`src/rtl/iopmp_entry_mem_arbiter_if.sv`:
```
// Bus bundle for the IOPMP entry table arbiter.
// Groups the configuration, lookup and memory sides.
interface iopmp_entry_mem_arbiter_if #(
    parameter int NumReq    = 4,
    parameter int NumWords  = 64,
    parameter int DataWidth = 64,
    parameter int AddrWidth = (NumWords > 1) ? $clog2(NumWords) : 1,
    parameter int IdxWidth  = (NumReq > 1) ? $clog2(NumReq) : 1
);
    logic                                cfg_req_i;
    logic                                cfg_we_i;
    logic [AddrWidth-1:0]                cfg_addr_i;
    logic [DataWidth-1:0]                cfg_wdata_i;
    logic [DataWidth/8-1:0]              cfg_be_i;
    logic                                cfg_lock_i;
    logic                                cfg_gnt_o;
    logic                                cfg_rvalid_o;
    logic [DataWidth-1:0]                cfg_rdata_o;

    logic [NumReq-1:0]                   lk_req_i;
    logic [NumReq-1:0][AddrWidth-1:0]    lk_addr_i;
    logic [NumReq-1:0]                   lk_gnt_o;
    logic                                lk_rvalid_o;
    logic [IdxWidth-1:0]                 lk_rid_o;
    logic [DataWidth-1:0]                lk_rdata_o;

    logic [1:0]                          mem_req_o;
    logic [1:0]                          mem_we_o;
    logic [1:0][AddrWidth-1:0]           mem_addr_o;
    logic [1:0][DataWidth-1:0]           mem_wdata_o;
    logic [1:0][DataWidth/8-1:0]         mem_be_o;
    logic [1:0][DataWidth-1:0]           mem_rdata_i;

    modport slave (
        input  cfg_req_i, cfg_we_i, cfg_addr_i, cfg_wdata_i,
        input  cfg_be_i, cfg_lock_i, lk_req_i, lk_addr_i, mem_rdata_i,
        output cfg_gnt_o, cfg_rvalid_o, cfg_rdata_o,
        output lk_gnt_o, lk_rvalid_o, lk_rid_o, lk_rdata_o,
        output mem_req_o, mem_we_o, mem_addr_o, mem_wdata_o, mem_be_o
    );

    modport master (
        output cfg_req_i, cfg_we_i, cfg_addr_i, cfg_wdata_i,
        output cfg_be_i, cfg_lock_i, lk_req_i, lk_addr_i, mem_rdata_i,
        input  cfg_gnt_o, cfg_rvalid_o, cfg_rdata_o,
        input  lk_gnt_o, lk_rvalid_o, lk_rid_o, lk_rdata_o,
        input  mem_req_o, mem_we_o, mem_addr_o, mem_wdata_o, mem_be_o
    );
endinterface

```
`src/rtl/iopmp_entry_mem_arbiter.sv`:
```
// IOPMP entry table port controller: cfg owns port 0,
// lookups share port 1 round-robin with write hazard hold-off.
module iopmp_entry_mem_arbiter #(
    parameter int NumReq    = 4,
    parameter int NumWords  = 64,
    parameter int DataWidth = 64,
    parameter int AddrWidth = (NumWords > 1) ? $clog2(NumWords) : 1,
    parameter int IdxWidth  = (NumReq > 1) ? $clog2(NumReq) : 1
) (
    input  logic clk_i,
    input  logic rst_i,
    iopmp_entry_mem_arbiter_if.slave bus
);
    logic [IdxWidth-1:0]  r_rr;
    logic                 r_wp_vld;
    logic [AddrWidth-1:0] r_wp_addr;
    logic                 r_cfg_rvalid;
    logic [DataWidth-1:0] r_cfg_rdata;
    logic                 r_lk_rvalid;
    logic [IdxWidth-1:0]  r_lk_rid;
    logic [DataWidth-1:0] r_lk_rdata;

    logic                 w_found;
    logic [IdxWidth-1:0]  w_win;
    logic [AddrWidth-1:0] w_win_addr;
    logic                 w_cfg_wr;
    logic                 w_hold;
    logic                 w_gnt;
    logic [IdxWidth-1:0]  w_rr_nxt;

    always_comb begin
        int j;
        j       = 0;
        w_found = 1'b0;
        w_win   = '0;
        for (int k = 0; k < NumReq; k++) begin
            j = int'(r_rr) + k;
            if (j >= NumReq) j = j - NumReq;
            if (!w_found && bus.lk_req_i[j]) begin
                w_found = 1'b1;
                w_win   = IdxWidth'(j);
            end
        end
    end

    assign w_win_addr = bus.lk_addr_i[w_win];
    assign w_cfg_wr   = bus.cfg_req_i & bus.cfg_we_i;

    // A write is not readable until two cycles later, so hold the winner
    // off rather than hand out another requester in its place.
    assign w_hold = bus.cfg_lock_i
                  | (w_cfg_wr && (bus.cfg_addr_i == w_win_addr))
                  | (r_wp_vld && (r_wp_addr == w_win_addr));
    assign w_gnt  = w_found & ~w_hold;

    assign w_rr_nxt = (w_win == IdxWidth'(NumReq - 1)) ? '0 : w_win + 1'b1;

    always_comb begin
        bus.cfg_gnt_o      = bus.cfg_req_i;
        bus.lk_gnt_o       = w_gnt ? (NumReq'(1) << w_win) : '0;
        bus.mem_req_o      = {w_gnt, bus.cfg_req_i};
        bus.mem_we_o       = {1'b0, w_cfg_wr};
        bus.mem_addr_o[0]  = bus.cfg_addr_i;
        bus.mem_addr_o[1]  = w_gnt ? w_win_addr : '0;
        bus.mem_wdata_o[0] = bus.cfg_wdata_i;
        bus.mem_wdata_o[1] = '0;
        bus.mem_be_o[0]    = bus.cfg_be_i;
        bus.mem_be_o[1]    = '0;
    end

    always_ff @(posedge clk_i or posedge rst_i) begin
        if (rst_i) begin
            r_rr         <= '0;
            r_wp_vld     <= 1'b0;
            r_wp_addr    <= '0;
            r_cfg_rvalid <= 1'b0;
            r_cfg_rdata  <= '0;
            r_lk_rvalid  <= 1'b0;
            r_lk_rid     <= '0;
            r_lk_rdata   <= '0;
        end else begin
            if (w_gnt) r_rr <= w_rr_nxt;
            r_wp_vld     <= w_cfg_wr;
            r_wp_addr    <= bus.cfg_addr_i;
            r_cfg_rvalid <= bus.cfg_req_i;
            if (bus.cfg_req_i) begin
                r_cfg_rdata <= bus.cfg_we_i ? '0 : bus.mem_rdata_i[0];
            end
            r_lk_rvalid  <= w_gnt;
            if (w_gnt) begin
                r_lk_rid   <= w_win;
                r_lk_rdata <= bus.mem_rdata_i[1];
            end
        end
    end

    assign bus.cfg_rvalid_o = r_cfg_rvalid;
    assign bus.cfg_rdata_o  = r_cfg_rdata;
    assign bus.lk_rvalid_o  = r_lk_rvalid;
    assign bus.lk_rid_o     = r_lk_rid;
    assign bus.lk_rdata_o   = r_lk_rdata;
endmodule

```
`src/flat_wrapper.sv`:
```
// flat-port wrapper written by rule: the top's interface ports become plain ports
module iopmp_entry_mem_arbiter_flat 
#(
    parameter int NumReq    = 4,
    parameter int NumWords  = 64,
    parameter int DataWidth = 64,
    parameter int AddrWidth = (NumWords > 1) ? $clog2(NumWords) : 1,
    parameter int IdxWidth  = (NumReq > 1) ? $clog2(NumReq) : 1
)
  (clk_i, rst_i, bus_cfg_req_i, bus_cfg_we_i, bus_cfg_addr_i, bus_cfg_wdata_i, bus_cfg_be_i, bus_cfg_lock_i, bus_lk_req_i, bus_lk_addr_i, bus_mem_rdata_i, bus_cfg_gnt_o, bus_cfg_rvalid_o, bus_cfg_rdata_o, bus_lk_gnt_o, bus_lk_rvalid_o, bus_lk_rid_o, bus_lk_rdata_o, bus_mem_req_o, bus_mem_we_o, bus_mem_addr_o, bus_mem_wdata_o, bus_mem_be_o);
  iopmp_entry_mem_arbiter_if #(.NumReq(NumReq), .NumWords(NumWords), .DataWidth(DataWidth), .AddrWidth(AddrWidth), .IdxWidth(IdxWidth)) bus_i ();
  input  logic clk_i;
  input  logic rst_i;
  input wire logic [$bits(bus_i.cfg_req_i)-1:0] bus_cfg_req_i;
  input wire logic [$bits(bus_i.cfg_we_i)-1:0] bus_cfg_we_i;
  input wire logic [$bits(bus_i.cfg_addr_i)-1:0] bus_cfg_addr_i;
  input wire logic [$bits(bus_i.cfg_wdata_i)-1:0] bus_cfg_wdata_i;
  input wire logic [$bits(bus_i.cfg_be_i)-1:0] bus_cfg_be_i;
  input wire logic [$bits(bus_i.cfg_lock_i)-1:0] bus_cfg_lock_i;
  input wire logic [$bits(bus_i.lk_req_i)-1:0] bus_lk_req_i;
  input wire logic [$bits(bus_i.lk_addr_i)-1:0] bus_lk_addr_i;
  input wire logic [$bits(bus_i.mem_rdata_i)-1:0] bus_mem_rdata_i;
  output wire logic [$bits(bus_i.cfg_gnt_o)-1:0] bus_cfg_gnt_o;
  output wire logic [$bits(bus_i.cfg_rvalid_o)-1:0] bus_cfg_rvalid_o;
  output wire logic [$bits(bus_i.cfg_rdata_o)-1:0] bus_cfg_rdata_o;
  output wire logic [$bits(bus_i.lk_gnt_o)-1:0] bus_lk_gnt_o;
  output wire logic [$bits(bus_i.lk_rvalid_o)-1:0] bus_lk_rvalid_o;
  output wire logic [$bits(bus_i.lk_rid_o)-1:0] bus_lk_rid_o;
  output wire logic [$bits(bus_i.lk_rdata_o)-1:0] bus_lk_rdata_o;
  output wire logic [$bits(bus_i.mem_req_o)-1:0] bus_mem_req_o;
  output wire logic [$bits(bus_i.mem_we_o)-1:0] bus_mem_we_o;
  output wire logic [$bits(bus_i.mem_addr_o)-1:0] bus_mem_addr_o;
  output wire logic [$bits(bus_i.mem_wdata_o)-1:0] bus_mem_wdata_o;
  output wire logic [$bits(bus_i.mem_be_o)-1:0] bus_mem_be_o;
  assign bus_i.cfg_req_i = bus_cfg_req_i;
  assign bus_i.cfg_we_i = bus_cfg_we_i;
  assign bus_i.cfg_addr_i = bus_cfg_addr_i;
  assign bus_i.cfg_wdata_i = bus_cfg_wdata_i;
  assign bus_i.cfg_be_i = bus_cfg_be_i;
  assign bus_i.cfg_lock_i = bus_cfg_lock_i;
  assign bus_i.lk_req_i = bus_lk_req_i;
  assign bus_i.lk_addr_i = bus_lk_addr_i;
  assign bus_i.mem_rdata_i = bus_mem_rdata_i;
  assign bus_cfg_gnt_o = bus_i.cfg_gnt_o;
  assign bus_cfg_rvalid_o = bus_i.cfg_rvalid_o;
  assign bus_cfg_rdata_o = bus_i.cfg_rdata_o;
  assign bus_lk_gnt_o = bus_i.lk_gnt_o;
  assign bus_lk_rvalid_o = bus_i.lk_rvalid_o;
  assign bus_lk_rid_o = bus_i.lk_rid_o;
  assign bus_lk_rdata_o = bus_i.lk_rdata_o;
  assign bus_mem_req_o = bus_i.mem_req_o;
  assign bus_mem_we_o = bus_i.mem_we_o;
  assign bus_mem_addr_o = bus_i.mem_addr_o;
  assign bus_mem_wdata_o = bus_i.mem_wdata_o;
  assign bus_mem_be_o = bus_i.mem_be_o;
  iopmp_entry_mem_arbiter #(.NumReq(NumReq), .NumWords(NumWords), .DataWidth(DataWidth), .AddrWidth(AddrWidth), .IdxWidth(IdxWidth)) u_core (.clk_i(clk_i), .rst_i(rst_i), .bus(bus_i));
endmodule
```
`config.mk`:
```
export PLATFORM = sky130hd
export DESIGN_NAME = iopmp_entry_mem_arbiter_flat
export DESIGN_NICKNAME = d
export VERILOG_FILES = /design/src/rtl/iopmp_entry_mem_arbiter_if.sv /design/src/rtl/iopmp_entry_mem_arbiter.sv /design/src/flat_wrapper.sv
export SDC_FILE = /design/constraint.sdc
export NUM_CORES = 1
export LEC_CHECK = 0
export BUFFER_PORTS_ARGS = -buffer_cell sky130_fd_sc_hd__buf_2
export CELL_PAD_IN_SITES_DETAIL_PLACEMENT = 1
export CELL_PAD_IN_SITES_GLOBAL_PLACEMENT = 1
export CORE_AREA = 2 2 206 208
export CTS_CLUSTER_SIZE = 10
export DETAILED_ROUTE_END_ITERATION = 7
export DIE_AREA = 0 0 208 210
export PLACE_DENSITY = 0.52
export SYNTH_ARGS = -nofsm -noshare
export SYNTH_HDL_FRONTEND = slang
export SYNTH_SLANG_ARGS = --single-unit
```
`constraint.sdc`:
```
create_clock -name clk_i -period 5.55 [get_ports clk_i]
set_clock_uncertainty 0.1 [all_clocks]
set_input_delay 0.2775 -clock clk_i [delete_from_list [all_inputs] [get_ports clk_i]]
set_output_delay 0.2775 -clock clk_i [all_outputs]
set_load 0.005 [all_outputs]
```
==> summary.md <==
| Metric | Value |
|---|---|
| Status | `finished clean` |
| Warnings, synthesis | `0` |
| Simple-Gate Fraction of Synth Area | `0.0708` |
| Vias in the first global route | `roughly 6300` |
| Commonest cells after routing, fill and taps aside | `buf_2, dfrtp_1, dlygate4sd3_1` |
| Die X | `208 um` |
| Count of cell types in the netlist | `43` |
| Slack of the worst reg-to-reg path | `between 1 and 1.5 ns` |
| Pre-Repair DR Iteration Count | `4` |
| Arrival time at the worst endpoint | `just over 4 ns` |
| Num CTS Buffers | `17` |
| Power per cell area | `299 nW/um^2` |
| RSZ-0062 raised after global routing | `false` |
| Max Slew Vio Count | `0` |
| Clock root buffer master | `clkbuf_16` |
| Die area | `43700 sq um` |
| Final Hold Viols | `0` |
| CORE AREA | `41500 sq um` |
| Pleak | `roughly 5.4 nW` |
| Remaining global-route overflow | `0` |
| CP Max Fanout | `22` |
| Mapped Cells | `688` |
| Setup repair bufs after CTS | `0` |
| CP Class | `reg2out` |
| Io pins | `~540` |
| CTS tree | `done` |
| # DRC | `0` |
| Fill cell count | `slightly below 5000` |
| Fin area | `10600 sq um` |
| Vias per cell | `3.68` |
| Mux contribution to synthesized area | `0.146` |
| Most common cell after layout, fill and taps aside | `buf_2` |
| CP required | `5.17 ns` |
| Critical path endpoint category | `output port` |
| Largest net degree at the start of global routing | `69` |
| Core Rows | `75` |
| Max Clk Rate | `227 MHz` |
| WL per Instance | `14.8 um` |
| 1st-iter DRT viols | `186` |
| Grt met2 use | `0.178` |
| WHS Path Cells | `4` |
| Tightest Pin Transition | `0.852 ns` |
| H-tree levels | `4` |
| Peak supply drop | `188 uV` |
| Avg Cell Area, Syn | `10.8 sq um` |
| Worst-Skew Late Latency | `0.47 ns` |
| Synthesized area | `7400 sq um` |
| Sequential area share after synthesis | `0.477` |
| Post-Synth XOR/XNOR Area | `0.00829` |
| Global Route Usage Sum | `0.111` |
| Startpoint types | `flip-flop` |
| Beginning of the critical path | `u_core.r_rr[0]` |
| Largest family of logic cells by synthesized area | `buffers and inverters` |
| Slew HR | `0.431` |
| DP Cell Count | `roughly 1400` |
| Starting Density | `0.178` |
| GRT busiest layer | `met2` |
| First-pass GRT wire length | `~37000 um` |
| Routed via count | `5932` |
| R2R cell count | `11` |
| Placed inst area | `8710 sq um` |
| Flops & latches, synth | `141` |
| Routed wire length | `23800 um` |
| Sink Count | `141` |
| Crit Reg-Reg Endpoint | `u_core.bus.lk_rdata_o[3]` |
| Layout cells sized above 1 | `0.404` |
| Fin cells | `1612` |
| Adder-Cell Fraction of Synth Area | `0.00676` |
| Met1 Track Usage GR | `0.125` |
| M3 GR Usage | `0.0471` |
| Worst hold path type | `in2reg` |
| Routability cong. | `0.746` |
| Final setup fails | `0` |
| Die Ht | `210 um` |
| Final period util | `0.795` |
| Max-cap violation count | `0` |
| Setup TNS Final | `0 ns` |
| Complex-gate fraction of the synthesized area | `0.0764` |
| ANT cells | `0` |
| Final min period | `about 4.4 ns` |
| Fin Hold WS | `0.158 ns` |
| Initial antenna violation count | `0` |
| Worst setup path endpoint | `bus_mem_addr_o[6]` |
| Area grow syn2layout | `43.5%` |
| Post-DRT Antenna Nets | `0` |
| Nets | `1304` |
| Worst-path clk slew | `roughly 0.070 ns` |
| CTS Buffer Depth | `2` |
| Port bufs | `about 320` |
| DP HPWL | `about 17000 um` |
| Worst r2r src | `u_core.r_rr[0]` |
## flip-flops by register name (all words and copies together) (netlist names)
name                     count
u_core.r_rr                  2
u_core.bus.cfg_rvalid_o      1
u_core.bus.lk_rvalid_o       1
u_core.bus.lk_rdata_o       64
u_core.bus.lk_rid_o          2
u_core.bus.cfg_rdata_o      64
u_core.r_wp_vld              1
u_core.r_wp_addr             6
## layer usage
layer / vias to the layer above / share of wire
met1: 2824 / 0.40
met5: - / 0
met2: 328 / 0.48
met4: 0 / 0.034
met3: 50 / 0.086
li1: 2730 / -
## power by group
part | internal, W | switching, W | total, W
clock network | 0.000626 | 0.000508 | 0.00113
registers | 0.00115 | 0.0000714 | 0.00122
logic | 0.000425 | 0.000401 | 0.000826
## worst max-delay path: stages (launching register included)
cell      delay [ns]
dfrtp_1         0.36
and2b_1         0.21
o21ai_0         0.18
nand3b_1        0.47
inv_2           0.47
nand3_1         0.18
a211o_1         0.32
a2111o_1        0.39
o31ai_2         0.31
a41oi_4         0.19
and2_1          0.36
buf_2           0.13
## layout make-up
type / count / area, sq um / area share
Clock inverter: 12 / 116 / 0.0110
Inverter: 72 / 275 / 0.0259
Tap cell: 539 / 674 / 0.0635
Clock buffer: 19 / 443 / 0.0417
Multi-Input combinational cell: 368 / 2560 / 0.242
Timing Repair Buffer: 461 / 3020 / 0.284
Sequential cell: 141 / 3530 / 0.332
## cell families after synthesis
family | after synthesis
other | 1
flip-flops | 141
buffers and inverters | 251
XOR/XNOR | 7
AO/OA/AOI/OAI | 96
adder cells (fa/ha/maj) | 4
multiplexers | 74
AND/OR/NAND/NOR | 114
## Yosys cell counts
cell type	n	area (sq um)
xnor2_1	4	35.0
nand3_1	6	30.0
nand3b_1	1	7.51
a21boi_0	1	7.51
nand2_1	71	267
nor4_1	1	6.26
nor3_1	2	10.0
inv_1	71	267
dfrtp_1	141	3530
mux2i_1	5	50.1
or2_2	1	6.26
o211a_1	1	10.0
buf_6	8	90.1
mux2_4	68	1020
and4_1	2	17.5
nor2_1	5	18.8
a211oi_1	5	37.5
buf_4	155	1160
clkbuf_1	15	56.3
inv_2	1	3.75
o31ai_2	1	12.5
a21o_1	2	15.0
conb_1	1	3.75
nand4_1	4	25.0
o21ai_0	73	365
ha_1	4	50.1
nor2_2	1	6.26
buf_1	1	3.75
a31o_2	1	8.76
and2_1	8	50.1
or2b_1	1	7.51
and2b_1	1	7.51
and3_1	4	25.0
a21oi_1	4	20.0
nand2b_1	1	6.26
xor2_1	3	26.3
nor2b_1	4	25.0
mux2_2	1	11.3
nor2b_2	1	8.76
a2111o_1	1	11.3
a31oi_1	1	6.26
a41oi_4	1	27.5
a211o_1	5	43.8
## how the worst min path moves through the flow
stage / to / slack, ns / start
6_report: u_core.bus.lk_rvalid_o / 0.16 / bus_cfg_lock_i
5_1_grt: u_core.bus.lk_rvalid_o / 0.15 / bus_cfg_lock_i
4_1_cts: u_core.bus.lk_rvalid_o / 0.11 / bus_cfg_lock_i
3_5_place_dp: u_core.bus.lk_rdata_o[2] / 0.28 / rst_i
3_3_place_gp: u_core.bus.lk_rdata_o[2] / 0.28 / rst_i
2_1_floorplan: u_core.bus.cfg_rvalid_o / 0.21 / bus_cfg_req_i
## what timing repair did
| action | in CTS | in global routing |
|---|---|---|
| hold endpoints to repair | 185 | 0 |
| resized for setup | 0 | 0 |
| hold buffers | 135 | 0 |
## through the flow
| stage | setup WS [ns] | util | power [W] |
|---|---|---|---|
| floorplan | 1.39 | - | 0.00176 |
| global placement | 1.47 | 0.210 | 0.00199 |
| detailed placement | 1.39 | 0.210 | 0.00200 |
| CTS | 0.972 | 0.256 | 0.00325 |
| global route | 0.703 | 0.256 | 0.00336 |
| finish | 1.14 | 0.256 | 0.00318 |
Note: power is estimated with default switching activity, not from simulation.
